===== src/rtl/serial_word_packer_if.sv =====
// Byte-stream and CPU-side bus bundle for the serial word packer.
// The master side drives the requests; the slave side is the packer.
interface serial_word_packer_if;
   logic        rx_valid;
   logic [7:0]  rx_byte;
   logic        cpu_rd;
   logic [15:0] rx_word;
   logic        rx_word_valid;
   logic        rx_overflow;
   logic        cpu_wr;
   logic [15:0] cpu_wdata;
   logic        tx_busy;
   logic [7:0]  tx_byte;
   logic        tx_valid;
   logic        tx_ready;

   modport master (
      output rx_valid, rx_byte, cpu_rd, cpu_wr, cpu_wdata, tx_ready,
      input  rx_word, rx_word_valid, rx_overflow, tx_busy, tx_byte, tx_valid
   );

   modport slave (
      input  rx_valid, rx_byte, cpu_rd, cpu_wr, cpu_wdata, tx_ready,
      output rx_word, rx_word_valid, rx_overflow, tx_busy, tx_byte, tx_valid
   );
endinterface


===== src/rtl/serial_word_packer.sv =====
// Packs received byte pairs little-endian into a 4-deep word FIFO and
// unpacks CPU TX words into a low-then-high byte stream.
module serial_word_packer (
   input logic                  clk,
   input logic                  rst,
   serial_word_packer_if.slave  bus
);
   localparam int unsigned BYTE_W = 8;
   localparam int unsigned WORD_W = 16;
   localparam int unsigned DEPTH  = 4;
   localparam int unsigned PTR_W  = 2;
   localparam int unsigned CNT_W  = 3;

   typedef enum logic [1:0] {IDLE, SEND_LO, SEND_HI} tx_state_t;

   logic                phase;
   logic [BYTE_W-1:0]   lo_byte;
   logic [WORD_W-1:0]   mem [DEPTH];
   logic [PTR_W-1:0]    wr_ptr;
   logic [PTR_W-1:0]    rd_ptr;
   logic [CNT_W-1:0]    count;
   logic                overflow;

   logic push_c;
   logic pop_c;
   logic full_c;
   logic wr_en_c;

   // A full FIFO still accepts a push when a pop frees the head slot in the same cycle.
   assign push_c  = bus.rx_valid & phase;
   assign pop_c   = bus.cpu_rd & (count != '0);
   assign full_c  = (count == CNT_W'(DEPTH));
   assign wr_en_c = push_c & (~full_c | pop_c);

   always_ff @(posedge clk or negedge rst) begin
      if (!rst) begin
         phase    <= 1'b0;
         lo_byte  <= '0;
         wr_ptr   <= '0;
         rd_ptr   <= '0;
         count    <= '0;
         overflow <= 1'b0;
         for (int i = 0; i < int'(DEPTH); i++) mem[i] <= '0;
      end else begin
         if (bus.rx_valid) begin
            phase <= ~phase;
            if (!phase) lo_byte <= bus.rx_byte;
         end
         if (wr_en_c) begin
            mem[wr_ptr] <= {bus.rx_byte, lo_byte};
            wr_ptr      <= wr_ptr + PTR_W'(1);
         end
         if (pop_c) rd_ptr <= rd_ptr + PTR_W'(1);
         case ({wr_en_c, pop_c})
            2'b10:   count <= count + CNT_W'(1);
            2'b01:   count <= count - CNT_W'(1);
            default: count <= count;
         endcase
         if (push_c && !wr_en_c) overflow <= 1'b1;
      end
   end

   assign bus.rx_word       = mem[rd_ptr];
   assign bus.rx_word_valid = (count != '0);
   assign bus.rx_overflow   = overflow;

   tx_state_t         state;
   tx_state_t         state_nxt;
   logic [WORD_W-1:0] tx_word;
   logic              load_c;
   logic              tx_valid_c;
   logic              tx_busy_c;
   logic [BYTE_W-1:0] tx_byte_c;

   always_ff @(posedge clk or negedge rst) begin
      if (!rst) state <= IDLE;
      else      state <= state_nxt;
   end

   always_ff @(posedge clk or negedge rst) begin
      if (!rst)        tx_word <= '0;
      else if (load_c) tx_word <= bus.cpu_wdata;
   end

   // Outputs decode from state only, so reset clears them without waiting for a clock.
   always_comb begin
      state_nxt  = state;
      load_c     = 1'b0;
      tx_valid_c = 1'b0;
      tx_busy_c  = 1'b0;
      tx_byte_c  = '0;
      case (state)
         IDLE: begin
            if (bus.cpu_wr) begin
               load_c    = 1'b1;
               state_nxt = SEND_LO;
            end
         end
         SEND_LO: begin
            tx_valid_c = 1'b1;
            tx_busy_c  = 1'b1;
            tx_byte_c  = tx_word[7:0];
            if (bus.tx_ready) state_nxt = SEND_HI;
         end
         SEND_HI: begin
            tx_valid_c = 1'b1;
            tx_busy_c  = 1'b1;
            tx_byte_c  = tx_word[15:8];
            if (bus.tx_ready) state_nxt = IDLE;
         end
         default: state_nxt = IDLE;
      endcase
   end

   assign bus.tx_valid = tx_valid_c;
   assign bus.tx_busy  = tx_busy_c;
   assign bus.tx_byte  = tx_byte_c;
endmodule

===== src/flat_wrapper.sv =====
// flat-port wrapper written by rule: the top's interface ports become plain ports
module serial_word_packer_flat 
  (clk, rst, bus_rx_valid, bus_rx_byte, bus_cpu_rd, bus_cpu_wr, bus_cpu_wdata, bus_tx_ready, bus_rx_word, bus_rx_word_valid, bus_rx_overflow, bus_tx_busy, bus_tx_byte, bus_tx_valid);
  serial_word_packer_if bus_i ();
  input logic clk;
  input logic rst;
  input wire logic [$bits(bus_i.rx_valid)-1:0] bus_rx_valid;
  input wire logic [$bits(bus_i.rx_byte)-1:0] bus_rx_byte;
  input wire logic [$bits(bus_i.cpu_rd)-1:0] bus_cpu_rd;
  input wire logic [$bits(bus_i.cpu_wr)-1:0] bus_cpu_wr;
  input wire logic [$bits(bus_i.cpu_wdata)-1:0] bus_cpu_wdata;
  input wire logic [$bits(bus_i.tx_ready)-1:0] bus_tx_ready;
  output wire logic [$bits(bus_i.rx_word)-1:0] bus_rx_word;
  output wire logic [$bits(bus_i.rx_word_valid)-1:0] bus_rx_word_valid;
  output wire logic [$bits(bus_i.rx_overflow)-1:0] bus_rx_overflow;
  output wire logic [$bits(bus_i.tx_busy)-1:0] bus_tx_busy;
  output wire logic [$bits(bus_i.tx_byte)-1:0] bus_tx_byte;
  output wire logic [$bits(bus_i.tx_valid)-1:0] bus_tx_valid;
  assign bus_i.rx_valid = bus_rx_valid;
  assign bus_i.rx_byte = bus_rx_byte;
  assign bus_i.cpu_rd = bus_cpu_rd;
  assign bus_i.cpu_wr = bus_cpu_wr;
  assign bus_i.cpu_wdata = bus_cpu_wdata;
  assign bus_i.tx_ready = bus_tx_ready;
  assign bus_rx_word = bus_i.rx_word;
  assign bus_rx_word_valid = bus_i.rx_word_valid;
  assign bus_rx_overflow = bus_i.rx_overflow;
  assign bus_tx_busy = bus_i.tx_busy;
  assign bus_tx_byte = bus_i.tx_byte;
  assign bus_tx_valid = bus_i.tx_valid;
  serial_word_packer u_core (.clk(clk), .rst(rst), .bus(bus_i));
endmodule

===== config.mk =====
export PLATFORM = sky130hd
export DESIGN_NAME = serial_word_packer_flat
export DESIGN_NICKNAME = d
export VERILOG_FILES = /design/src/rtl/serial_word_packer_if.sv /design/src/rtl/serial_word_packer.sv /design/src/flat_wrapper.sv
export SDC_FILE = /design/constraint.sdc
export NUM_CORES = 1
export LEC_CHECK = 0
export BUFFER_PORTS_ARGS = -buffer_cell sky130_fd_sc_hd__clkbuf_2
export CAP_MARGIN = 10
export CORE_ASPECT_RATIO = 0.6
export CORE_UTILIZATION = 58
export DETAILED_ROUTE_END_ITERATION = 8
export PLACE_DENSITY = 0.83
export SETUP_SLACK_MARGIN = 0.15
export SYNTH_ARGS = -nofsm -noshare
export SYNTH_HDL_FRONTEND = slang
export SYNTH_SLANG_ARGS = --single-unit

===== constraint.sdc =====
create_clock -name clk -period 2.2 [get_ports clk]
set_input_delay 0.44 -clock clk [delete_from_list [all_inputs] [get_ports clk]]
set_output_delay 0.44 -clock clk [all_outputs]
set_load 0.05 [all_outputs]

After elaboration in Yosys (flattened, before gate mapping)
Index checks and enable logic that the tools add are counted.
{"block": "word_totals", "regBits": 99, "input_bits": 30, "out_inout_bits": 28, "word_cells": 59}
{"block": "op_classes", "n_addsub": 4, "magnitude_cmp": 3, "eq_ne": 8, "n_mux": 15, "bitwise_logic": 8, "n_reduce_logical": 9}
{"operator": "$bwmux 64", "n": 1}
{"operator": "$mux 16", "n": 3}
{"operator": "$bmux 16 s2", "n": 1}
{"operator": "$demux 16 s2", "n": 1}
{"operator": "$pmux 8 s2", "n": 1}
{"operator": "$ge 3x3->1 const B", "n": 2}
{"operator": "$mux 2", "n": 3}
{"operator": "$ne 2x2->1 const B", "n": 3}
{"operator": "$not 2->3", "n": 2}
{"operator": "$pmux 2 s3", "n": 1}
{"operator": "$pmux 3 s2", "n": 1}
{"operator": "$add 2x1->2 const B", "n": 2}
{"operator": "$eq 2x1->1 const B", "n": 2}
{"operator": "$eq 2x2->1 const B", "n": 2}
{"operator": "$add 3x1->3 const B", "n": 1}
{"operator": "$and 1x1->1", "n": 3}
{"operator": "$eq 3x3->1 const B", "n": 1}
{"operator": "$lt 3x1->1 const B", "n": 1}
{"operator": "$mux 1", "n": 3}
{"operator": "$reduce_and 3->1", "n": 1}
{"operator": "$reduce_bool 3->1", "n": 1}
{"operator": "$sub 3x1->3 const B", "n": 1}
{"operator": "$logic_and 1x1->1", "n": 2}
{"operator": "$logic_not 2->1", "n": 1}
{"operator": "other kinds (6)", "n": 7}

Depth between registers and ports, before layout
Gate-level depths: netlist (run 1).
{"block": "depth", "depth_word": 6, "depth_mapped": 7, "mapped_depth_nobuf": 6}

Least setup slack after synthesis (run 1)
No wires, ideal clock.
{"block": "synth_timing", "path_kind": "flip-flop to output port", "start": "reg u_core.state[0]", "end": "out bus_tx_byte[0]", "t_arrival_ns": 1.875, "t_required_ns": 1.760, "setup_slack_ns": -0.115, "path_stages_with_launch": 4, "path_buffers": 0, "path_cell_list": "dfrtp_1 inv_1 ha_1 nor2b_1"}
{"block": "synth_via", "elab_chain_len": 2, "elab_cells_between_ends": 3, "cone_classes": "eq/ne: 2; mux: 1"}
{"item": "start: declaration", "line_no": "serial_word_packer.sv:67", "text": "tx_state_t state;"}
{"item": "start signal: assignment", "line_no": "serial_word_packer.sv:77", "text": "else state <= state_nxt;"}
{"item": "$eq 2x2->1 or $eq 2x1->1 (tied branches)", "line_no": "serial_word_packer.sv:92", "text": "case (state)"}
{"item": "$pmux 8 s2 (*)", "line_no": "serial_word_packer.sv:92"}
{"item": "end: declaration", "line_no": "flat_wrapper.sv:17", "text": "output wire logic [$bits(bus_i.tx_byte)-1:0] bus_tx_byte;"}
Every way passes the cells marked *; elsewhere a longest branch is shown, timed or not.

Worst setup path after layout (run 1)
{"block": "layout_timing", "start": "reg u_core.rd_ptr[0]", "end": "out bus_rx_word[12]"}
{"block": "layout_via", "elab_chain_len": 4}
{"item": "start: declaration", "line_no": "serial_word_packer.sv:20", "text": "logic [PTR_W-1:0] rd_ptr;"}
{"item": "start signal: assignment", "line_no": "serial_word_packer.sv:53", "text": "if (pop_c) rd_ptr <= rd_ptr + PTR_W'(1);"}
{"item": "$not 2->3 (implied by the code)", "line_no": "serial_word_packer.sv:63", "text": "assign bus.rx_word = mem[rd_ptr];"}
{"item": "$bmux 16 s2", "line_no": "serial_word_packer.sv:63"}
{"item": "$mux 16 (implied by the code) (2 in a row)", "line_no": "serial_word_packer.sv:63"}
{"item": "end: declaration", "line_no": "flat_wrapper.sv:13", "text": "output wire logic [$bits(bus_i.rx_word)-1:0] bus_rx_word;"}
Every way passes these cells. The select of a mux whose other input is x is not followed.

==> results of run 1 <==
==> sequential cells by signal, indices dropped and copies added (netlist names), 2 cells and up <==
name,flops
u_core.tx_word,16
u_core.lo_byte,8
u_core.rd_ptr,2
u_core.wr_ptr,2
u_core.count,3
u_core.state,2
u_core.mem,64
==> synth_stat cells (2+ instances only) <==
master,n
a21o_1,2
a22oi_1,8
buf_12,4
buf_2,4
buf_6,2
clkbuf_1,7
dfrtp_1,99
ha_1,9
inv_1,8
mux2_2,50
mux2_4,40
mux4_2,16
nand2_1,4
nand3_1,2
nand3_4,4
nand4_1,3
nor2_1,2
nor2b_1,9
o21ai_0,2
o311ai_0,2
xnor2_1,2
xor2_1,2
==> routing by layer <==
| metal | vias to the layer above | track usage, % | routed length, um |
|---|---|---|---|
| met5 | - | 0 | 0 |
| met4 | 0 | 6.751 | 129 |
| met3 | 13 | 8.333 | 415 |
| met2 | 57 | 37.98 | 4579 |
| met1 | 1439 | 34.86 | 4608 |
| li1 | 1226 | - | - |
==> per-stage QoR <==
step / cells / worst slack (ns) / area, um^2 / util, % / hold WS, ns
2_1_floorplan: 300 / 0.1053 / 4790 / - / 0.1444
3_3_place_gp: 454 / 0.1991 / 5137 / 64.92 / 0.4074
3_5_place_dp: 454 / 0.1393 / 5137 / 64.92 / 0.4176
4_1_cts: 473 / 0.04296 / 5684 / 71.83 / 0.04449
5_1_grt: 477 / 0.01058 / 5768 / 72.89 / 0.06220
6_report: 477 / 0.05711 / 5768 / 72.89 / 0.03872
==> cell type report <==
type	count	area (um^2)
timing repair buffer	72	643.1
tap	108	135.1
fill	461	2146
multi-input combinational	174	2180
clock inverter	4	50.05
clock buffer	12	246.5
sequential	99	2481
inverter	8	32.53
==> what timing repair did <==
| item | in CTS | in global routing |
|---|---|---|
| setup buffers | 2 | 4 |
| endpoints found under the setup margin | 26 | 25 |
| pin swaps | 0 | 1 |
| gates resized for setup | 51 | 22 |
| cloned | 1 | 0 |
| endpoints found under the hold margin | 0 | 0 |
==> cell families (layout without fill, tap and decap cells) <==
logic type	after synthesis	after routing	share of synthesized area (%)
compound gates	22	22	3.489
xor+xnor	4	4	0.7347
mux	106	106	31.95
fa+ha+maj	10	10	2.781
flops	99	99	51.94
simple gates	32	32	5.116
buf+inv	27	96	3.988
==> worst max-delay path by stage <==
stage,startpoint,end,slack [ns],cells after the start
2_1_floorplan,u_core.state[0]$_DFFE_PN0P_,bus_tx_byte[0],0.11,3
3_5_place_dp,bus_cpu_rd,u_core.count[2]$_DFFE_PN0P_,0.14,6
6_report,u_core.rd_ptr[0]$_DFFE_PN0P_,bus_rx_word[12],0.06,4
4_1_cts,u_core.rd_ptr[0]$_DFFE_PN0P_,bus_rx_word[12],0.04,4
5_1_grt,u_core.rd_ptr[0]$_DFFE_PN0P_,bus_rx_word[12],0.01,4
3_3_place_gp,bus_cpu_rd,u_core.count[2]$_DFFE_PN0P_,0.20,6
==> worst register-to-register path, stage by stage (launching register included) <==
cell and delay, ns:
dfrtp_1 0.47, or4b_4 0.67, nand3_4 0.33, mux2_2 0.40
==> impl_metrics.tcl, run 1 <==
set metrics [dict create \
    design.die.area_mm2 0.008602 \
    reg2reg_depth 3 \
    antenna_cells_inserted 0 \
    routed-via-count 2735 \
    area.growth.synth_to_final_pct 20.93 \
    drt_first_pass_iters 4 \
    r2r_slack_ns 0.23 \
    synth_largest_type_area_fraction_pct 51.94 \
    fin_crit_sh_pct 97.40 \
    crit_path_max_fanout 8 \
    crit_path_start_kind "flip-flop" \
    die_height_um 72.25 \
    layout.cells.most_common "dfrtp_1" \
    synth_top_area_cell "dfrtp_1" \
    post_route_cells_drive_above_1_share_pct 59.62 \
    fin_nets 404 \
    post_synth_num_cell_types 41 \
    path_cells "buf_12 -> buf_16 -> mux4_2 -> buf_8" \
    synth_enable_flop_cells 0 \
    timing.critical_path.max_delay_family "multiplexers" \
    largest_net_degree_at_the_start_of_global_routing 47 \
    dp_hpwl_mm 6.032 \
    synthesis.yosys.warnings 0 \
    highest_cell_delay_on_the_worst_timing_path_ns 0.53 \
    place_congestion 0.7911 \
    die_w_um 119.1 \
    worst_ep_arrival_time_ns 1.70 \
    worstMarginPinSlew_ns 0.6148 \
    rsz0062_at_grt "yes" \
    synth-seq-area-share_pct 51.94 \
    cts.sinks 99 \
    initial_detailed_routing_violation_count 125 \
    clock_tree.htree_level_count 3 \
    drcViolationCount 0 \
    gr-usage-all-layers_pct 24.97 \
    number_of_buffers_added_to_fix_hold_violations_after_cts 0 \
    overflow 0 \
    worst-path-buf-inv 3 \
    syn_nets 340 \
    postSynthRegisterBits 99 \
    clock_skews_ns 0.006637 \
    worstReg2RegEnd "u_core.mem[63]$_DFFE_PN0P_" \
    ys_async_sr_fraction_pct 100.0 \
    worstHoldPathType "input pin to asynchronous set/reset pin" \
    drt.antenna.violating_nets 0 \
    leading_post_synthesis_cells_by_cell_area "dfrtp_1 (52%), mux2_4 (13%), mux2_2 (12%), mux4_2 (7.6%), ha_1 (2.4%)" \
    netlist_area_mm2 0.004770 \
    routed_length_per_instance_um 20.40 \
    finalSetupViolCount 0 \
    worst-setup-path-type "flip-flop to primary output" \
    io-pin-count 58 \
    status "finished clean" \
    core_mm2 0.007914 \
    maximum_root_to_sink_buffer_count 2 \
    placementRows 25 \
    final_cell_mix "dfrtp_1 (96), mux2_2 (50), mux2_4 (40), clkbuf_2 (32), mux4_2 (16)" \
    timing.max_slew.rel_slack_pct 58.44 \
    grt_first_pass_wirelength_mm 15.68 \
    cts_tree "done" \
    maxClockFrequency_ghz 0.4667 \
    clk_pin_slew_ns 0.07 \
    fin_crit_ns 2.143 \
    maxSlewViolCount 0 \
    routed_wirelength_mm 9.733 \
    avg_cell_area_syn_um2 15.90 \
    portBuffers 57 \
    clockRootBuffer "clkbuf_16" \
    syn_inst 300 \
    clkLatencyLatePin_ns 0.35 \
    crit_path_top_delay_cell "mux4_2" \
    crit-reg2reg-launch "u_core.count[1]$_DFFE_PN0P_" \
    synth_top_flop_cell "dfrtp_1" \
    setup_tns_ns 0 \
    initial_antenna_violation_count 0 \
    grt_pass1_vias 2869 \
    maxCapViolations 0 \
    cts_made_buffers 9 \
    viasPerCell 5.734 \
    initial_cell_density_of_the_core_pct 60.27 \
    required_ns 1.76 \
    crit_path_end_kind "primary output" \
    finalHoldViolCount 0 \
]
Power of run 1 is not shown: default switching activity piles up to over one toggle a cycle in this logic, so the estimate is an artifact.
==> inputs of run 2 (changes only) <==
- ABC_AREA: not set -> 1
==> run 2 against run 1 <==
Compared with the run above:
- worst hold slack improved by 0.29 ns
- final area increased by 1.5%
- synthesized cell count increased by 67%
- utilization increased by 5.1 points
- worst setup slack improved by 0.044 ns
- count of clock-buffer cells in the layout unchanged
- sequential share of layout area decreased by 0.69 points
- clock skew increased by 0.0015 ns
- sequential cell count unchanged
- global-route usage increased by 4.8 points
- critical path depth increased by 2
- via count increased by 44%
- critical path type unchanged
- critical endpoint is now bus_tx_byte[1]
- highest routed layer unchanged
==> impl_metrics.tcl, run 2 <==
set metrics [dict create \
    power-per-cell-area_mw_per_mm2 1856 \
    yosysMostFrequentCell "nand2_1" \
    synth_largest_type_area_fraction_pct 53.27 \
    finalSetupViolCount 0 \
    hold_slack_ns 0.3243 \
    place_congestion 0.8060 \
    fin_nets 610 \
    grt_pass1_vias 3883 \
    synthesis.yosys.warnings 0 \
    antenna_cells_inserted 0 \
    synth_top_flop_cell "dfrtp_1" \
    worstHoldPathType "input pin to flip-flop" \
    internal_cell_power_mw 5.854 \
    syn_inst 502 \
    routed_wirelength_mm 12.13 \
    finalHoldViolCount 0 \
    worst_ep_arrival_time_ns 1.66 \
    post_synth_num_cell_types 26 \
    largest_register "u_core.mem" \
    worst-setup-path-type "flip-flop to primary output" \
    gr-usage-all-layers_pct 29.81 \
    routed_length_per_instance_um 17.86 \
    layout.cells.most_common "nand2_1" \
    portBuffers 57 \
    ys_async_sr_fraction_pct 100.0 \
    power_frac_clock_pct 14.6 \
    netlist_area_mm2 0.004651 \
    largest_register_ffs 64 \
    area.growth.synth_to_final_pct 25.91 \
    timing.max_slew.rel_slack_pct 74.05 \
    fin_crit_sh_pct 95.40 \
    switching_share_pct 46.15 \
    maximum_root_to_sink_buffer_count 2 \
    synth.top_cells.by_count "nand2_1 (136), dfrtp_1 (99), o21ai_0 (73)" \
    routed-via-count 3948 \
    drt_first_pass_iters 5 \
    comb_power_share_pct 56.0 \
    placementRows 24 \
    clk_pin_slew_ns 0.07 \
    vdd_drop_max_v 0.001432 \
    synth_top_area_cell "dfrtp_1" \
    crit_path_start_kind "flip-flop" \
    clockRootBuffer "clkbuf_16" \
    clock_tree.htree_level_count 3 \
    initial_detailed_routing_violation_count 425 \
    clkLatencyLatePin_ns 0.35 \
    worstMarginPinSlew_ns 0.3893 \
    viasPerCell 5.814 \
    setup_ws_ns 0.1012 \
    crit_path_end_kind "primary output" \
    stdcell_count 679 \
    design.die.area_mm2 0.008392 \
    avg_cell_area_syn_um2 9.264 \
    total_power_mw 10.87 \
    drcViolationCount 0 \
    fin_crit_ns 2.099 \
    cts.sinks 99 \
    postSynthRegisterBits 99 \
    pre_cts_slack_ns 0.2098 \
    largest_net_degree_at_the_start_of_global_routing 60 \
    maxClockFrequency_ghz 0.4765 \
    layout.filler_cells 511 \
    synth-seq-area-share_pct 53.27 \
    post_route_cells_drive_above_1_share_pct 26.43 \
    cts_made_buffers 9 \
    maxSlewViolCount 0 \
    sequentialPowerShare_pct 29.4 \
    die_height_um 71.36 \
    leading_post_synthesis_cells_by_cell_area "dfrtp_1 (53%), nand2_1 (11%), o21ai_0 (7.9%), o21a_1 (5.2%), mux2_2 (3.9%)" \
    die_w_um 117.6 \
    cellLeakagePower_nw 2.724 \
    initial_antenna_violation_count 0 \
    cts_tree "done" \
    rsz0062_at_grt "yes" \
    final_cell_mix "nand2_1 (136), dfrtp_1 (98), o21ai_0 (68), nor2_1 (39), clkbuf_2 (34)" \
    crit_path_max_fanout 8 \
    biggestRegsByFlops "u_core.mem x64, u_core.tx_word x16, u_core.lo_byte x8" \
    drt.antenna.violating_nets 0 \
    dp_hpwl_mm 7.303 \
    initial_cell_density_of_the_core_pct 61.95 \
    setup_tns_ns 0 \
    syn_nets 542 \
    netSwitchingPower_mw 5.017 \
    maxCapViolations 0 \
    clock_skews_ns 0.008089 \
    synth_enable_flop_cells 0 \
    required_ns 1.76 \
    overflow 0 \
    grt_first_pass_wirelength_mm 19.14 \
    placedCellCount 653 \
    status "finished clean" \
    io-pin-count 58 \
    core_mm2 0.007507 \
]
-- run 2: cell types whose count changed in the layout (fill, tap and decap cells not counted), moves of 10 or more --
cell	previous run	this run
buf_4	14	24
mux2_2	50	16
inv_1	6	24
o22ai_2	0	16
mux4_2	16	0
mux2_4	40	0
o21a_1	0	32
o21ai_0	2	68
nand2_1	4	136
nor2_1	2	39
-- run 2: worst paths after layout --
path,from,to,slack [ns],cells past startpoint
min in group asynchronous,rst,u_core.mem[45]$_DFFE_PN0P_,0.50,2
min,bus_cpu_wdata[4],u_core.tx_word[4]$_DFFE_PN0P_,0.32,2
max in group asynchronous,rst,u_core.mem[19]$_DFFE_PN0P_,1.10,3
min reg2reg,u_core.bus.rx_overflow$_DFFE_PN0P_,u_core.bus.rx_overflow$_DFFE_PN0P_,0.48,1
max,u_core.state[0]$_DFFE_PN0P_,bus_tx_byte[1],0.10,6
max reg2reg,u_core.count[2]$_DFFE_PN0P_,u_core.count[2]$_DFFE_PN0P_,0.54,8
-- run 2: cells by family (layout without fill, tap and decap cells) --
logic type | Yosys count | in the layout | synth area share [%]
AO/OA/AOI/OAI | 135 | 135 | 16.76
AND/OR/NAND/NOR | 186 | 186 | 16.79
adder cells (fa/ha/maj) | 10 | 10 | 2.852
buffers and inverters | 54 | 127 | 6.080
multiplexers | 16 | 16 | 3.874
flip-flops | 99 | 99 | 53.27
XOR/XNOR | 2 | 2 | 0.3767
-- run 2: cell type report --
cell class	instances	area [um^2]	share of cell area, %
Multi-Input combinational cell	349	2118	36.18
Sequential cell	99	2479	42.33
Clock buffer	12	246.5	4.209
Inverter	28	113.9	1.944
Tap cell	104	130.1	2.222
Timing Repair Buffer	83	718.2	12.26
Clock inverter	4	50.05	0.8547
-- run 2: layer usage --
layer  wire [um]  share of wire [%]  global-route usage, %
met5           0                  0                      0
met4         218                1.8                  11.25
met3        1033                8.5                  7.564
met2        5759                 47                  47.25
met1        5117                 42                  40.26
-- run 2: through the flow --
step	cell area [um^2]	util [%]
after detailed placement	5255	70.00
final	5856	78.00
after global routing	5856	78.00
after floorplan	4857	-
after CTS	5727	76.28
after global placement	5255	70.00
-- run 2: worst max-delay path, stage by stage, from the launching register on --
cell,delay (ns)
dfrtp_1,0.38
inv_2,0.08
ha_4,0.29
clkinvlp_4,0.08
buf_12,0.16
a21oi_4,0.15
buf_8,0.16
-- run 2: what timing repair did --
action | CTS | global route
hold buffers | 1 | 0
hold endpoints to repair | 15 | 0
endpoints found under the setup margin | 24 | 24
buffers inserted | 5 | 2
pin swaps | 1 | 2
resized for setup | 33 | 48
gates cloned | 0 | 2
-- run 2: power groups by stage --
stage               combinational [mW]  clock [mW]  sequential [mW]
floorplan                         4.05           0             3.06
global placement                  5.02           0             3.12
detailed placement                5.21           0             3.16
CTS                               5.63        1.59             3.15
global route                      6.48        1.66             3.29
finish                            6.09        1.58             3.20
(Power assumes the default switching activity.)
==> inputs of run 3 (changes only) <==
- CORE_MARGIN: not set -> 5
- TNS_END_PERCENT: not set -> 100
==> run 3 against run 2 <==
Compared with the run above:
- first-iteration DRC count is 28% higher
- final area is 1.2% lower
- cell count is 0.29% lower
- via count is 2.4% lower
- clock skew is 0.0030 ns lower
- highest routed layer unchanged
- sequential cell count stayed put
==> impl_metrics.tcl, run 3 (synthesized netlist as in run 2, its figures left out) <==
set metrics [dict create \
    status "finished clean" \
    setup_tns_ns 0 \
    vdd_drop_max_v 0.001026 \
    biggestRegsByFlops "u_core.mem x64, u_core.tx_word x16, u_core.lo_byte x8" \
    maxCapViolations 0 \
    grt_pass1_vias 3838 \
    die_w_um 125.6 \
    portBuffers 57 \
    final_cell_mix "nand2_1 (136), dfrtp_1 (99), o21ai_0 (69), nor2_1 (39)" \
    worst-setup-path-type "flip-flop to primary output" \
    overflow 0 \
    power-per-cell-area_mw_per_mm2 1848 \
    required_ns 1.76 \
    cts.sinks 99 \
    viasPerCell 5.693 \
    drcViolationCount 0 \
    finalHoldViolCount 0 \
    placementRows 25 \
    maxClockFrequency_ghz 0.4706 \
    worst_ep_arrival_time_ns 1.69 \
    place_congestion 0.8285 \
    drt_first_pass_iters 5 \
    crit_path_end_kind "primary output" \
    die_height_um 79.36 \
    finalSetupViolCount 0 \
    worstHoldPathType "input pin to asynchronous set/reset pin" \
    routed-via-count 3854 \
    largest_net_degree_at_the_start_of_global_routing 48 \
    number_of_buffers_added_to_fix_hold_violations_after_cts 0 \
    crit_path_max_fanout 8 \
    clk_pin_slew_ns 0.07 \
    cts_tree "done" \
    initial_antenna_violation_count 0 \
    finalCoreUtilization_pct 73.72 \
    drt.antenna.violating_nets 0 \
    timing.max_slew.rel_slack_pct 67.90 \
    routed_wirelength_mm 11.93 \
    cts_made_buffers 9 \
    initial_cell_density_of_the_core_pct 59.24 \
    final_instance_area_mm2 0.005788 \
    fin_nets 604 \
    placed_cell_area_mm2 0.005243 \
    worstMarginPinSlew_ns 0.4809 \
    rsz0062_at_grt "yes" \
    gr-usage-all-layers_pct 24.24 \
    antenna_cells_inserted 0 \
    maxSlewViolCount 0 \
    maximum_root_to_sink_buffer_count 2 \
    clkLatencyLatePin_ns 0.35 \
    area.growth.synth_to_final_pct 24.46 \
    reg2reg_depth 7 \
    fin_crit_sh_pct 96.60 \
    grt_first_pass_wirelength_mm 19.10 \
    clockRootBuffer "clkbuf_16" \
    dp_hpwl_mm 7.404 \
    largest_register "u_core.mem" \
    largest_register_ffs 64 \
    post_route_cells_drive_above_1_share_pct 25.83 \
    clock_skews_ns 0.005136 \
    clock_tree.htree_level_count 3 \
    layout.cells.most_common "nand2_1" \
    highest_cell_delay_on_the_worst_timing_path_ns 0.38 \
    routed_length_per_instance_um 17.62 \
    initial_detailed_routing_violation_count 545 \
    crit_path_start_kind "flip-flop" \
    io-pin-count 58 \
    core_mm2 0.007851 \
    crit_path_top_delay_cell "dfrtp_1" \
    path_cells "inv_2 -> ha_4 -> clkinvlp_4 -> buf_12 -> a21oi_4 -> buf_8" \
    design.die.area_mm2 0.009968 \
    cellLeakagePower_nw 2.688 \
    fin_crit_ns 2.125 \
]
[run 3: layout make-up]
cell class                      count  area, um^2
Sequential cell                    99        2477
Multi-Input combinational cell    349        2118
Fill cell                         521        2063
Timing Repair Buffer               77       653.1
Clock buffer                       10       229.0
Tap cell                          108       135.1
Inverter                           28       108.9
Clock inverter                      6       66.31
[run 3: power breakdown]
part	internal [mW]	switching, mW
Combinational	2.18	3.79
Clock	0.881	0.669
Sequential	2.65	0.523
Total	5.71	4.98
[run 3: routing by layer]
layer | GRT usage, % | share of wire, % | vias to the layer above
li1 | - | - | 1773
met1 | 32.67 | 41 | 1884
met2 | 38.43 | 49 | 179
met3 | 7.527 | 8.7 | 18
met4 | 6.494 | 1.3 | 0
met5 | 0 | 0 | -
[run 3: worst max-delay path: cells and delay by family (launching register included)]
| family | cells | cell delay, ns |
|---|---|---|
| compound gates | 1 | 0.14 |
| fa+ha+maj | 1 | 0.29 |
| flops | 1 | 0.38 |
| buf+inv | 4 | 0.52 |
[run 3: repair_timing]
item / CTS / global route
gates resized for setup: 34 / 36
endpoints found under the setup margin: 17 / 23
pin swaps: 1 / 1
buffers inserted: 5 / 2
cloned: 0 / 1
[run 3: metrics by stage]
step,power (mW),std cells,worst slack (ns),hold WS (ns)
6_report,10.70,677,0.07488,0.05533
5_1_grt,11.26,677,0.04981,0.08915
4_1_cts,10.35,674,0.09920,0.06120
3_5_place_dp,8.370,653,0.2055,0.4335
3_3_place_gp,8.143,653,0.3256,0.4224
2_1_floorplan,7.111,502,0.1849,0.1444
[run 3: worst paths after layout]
| path | start | end | slack, ns |
|---|---|---|---|
| max in group asynchronous | rst | u_core.tx_word[6]$_DFFE_PN0P_ | 1.53 |
| worst min register to register | u_core.mem[44]$_DFFE_PN0P_ | u_core.mem[44]$_DFFE_PN0P_ | 0.49 |
| worst min-delay path | rst | u_core.mem[43]$_DFFE_PN0P_ | 0.06 |
| worst max register to register | u_core.wr_ptr[0]$_DFFE_PN0P_ | u_core.mem[27]$_DFFE_PN0P_ | 0.48 |
| min in group clk | bus_cpu_wdata[15] | u_core.tx_word[15]$_DFFE_PN0P_ | 0.32 |
| worst max-delay path | u_core.state[0]$_DFFE_PN0P_ | bus_tx_byte[5] | 0.07 |
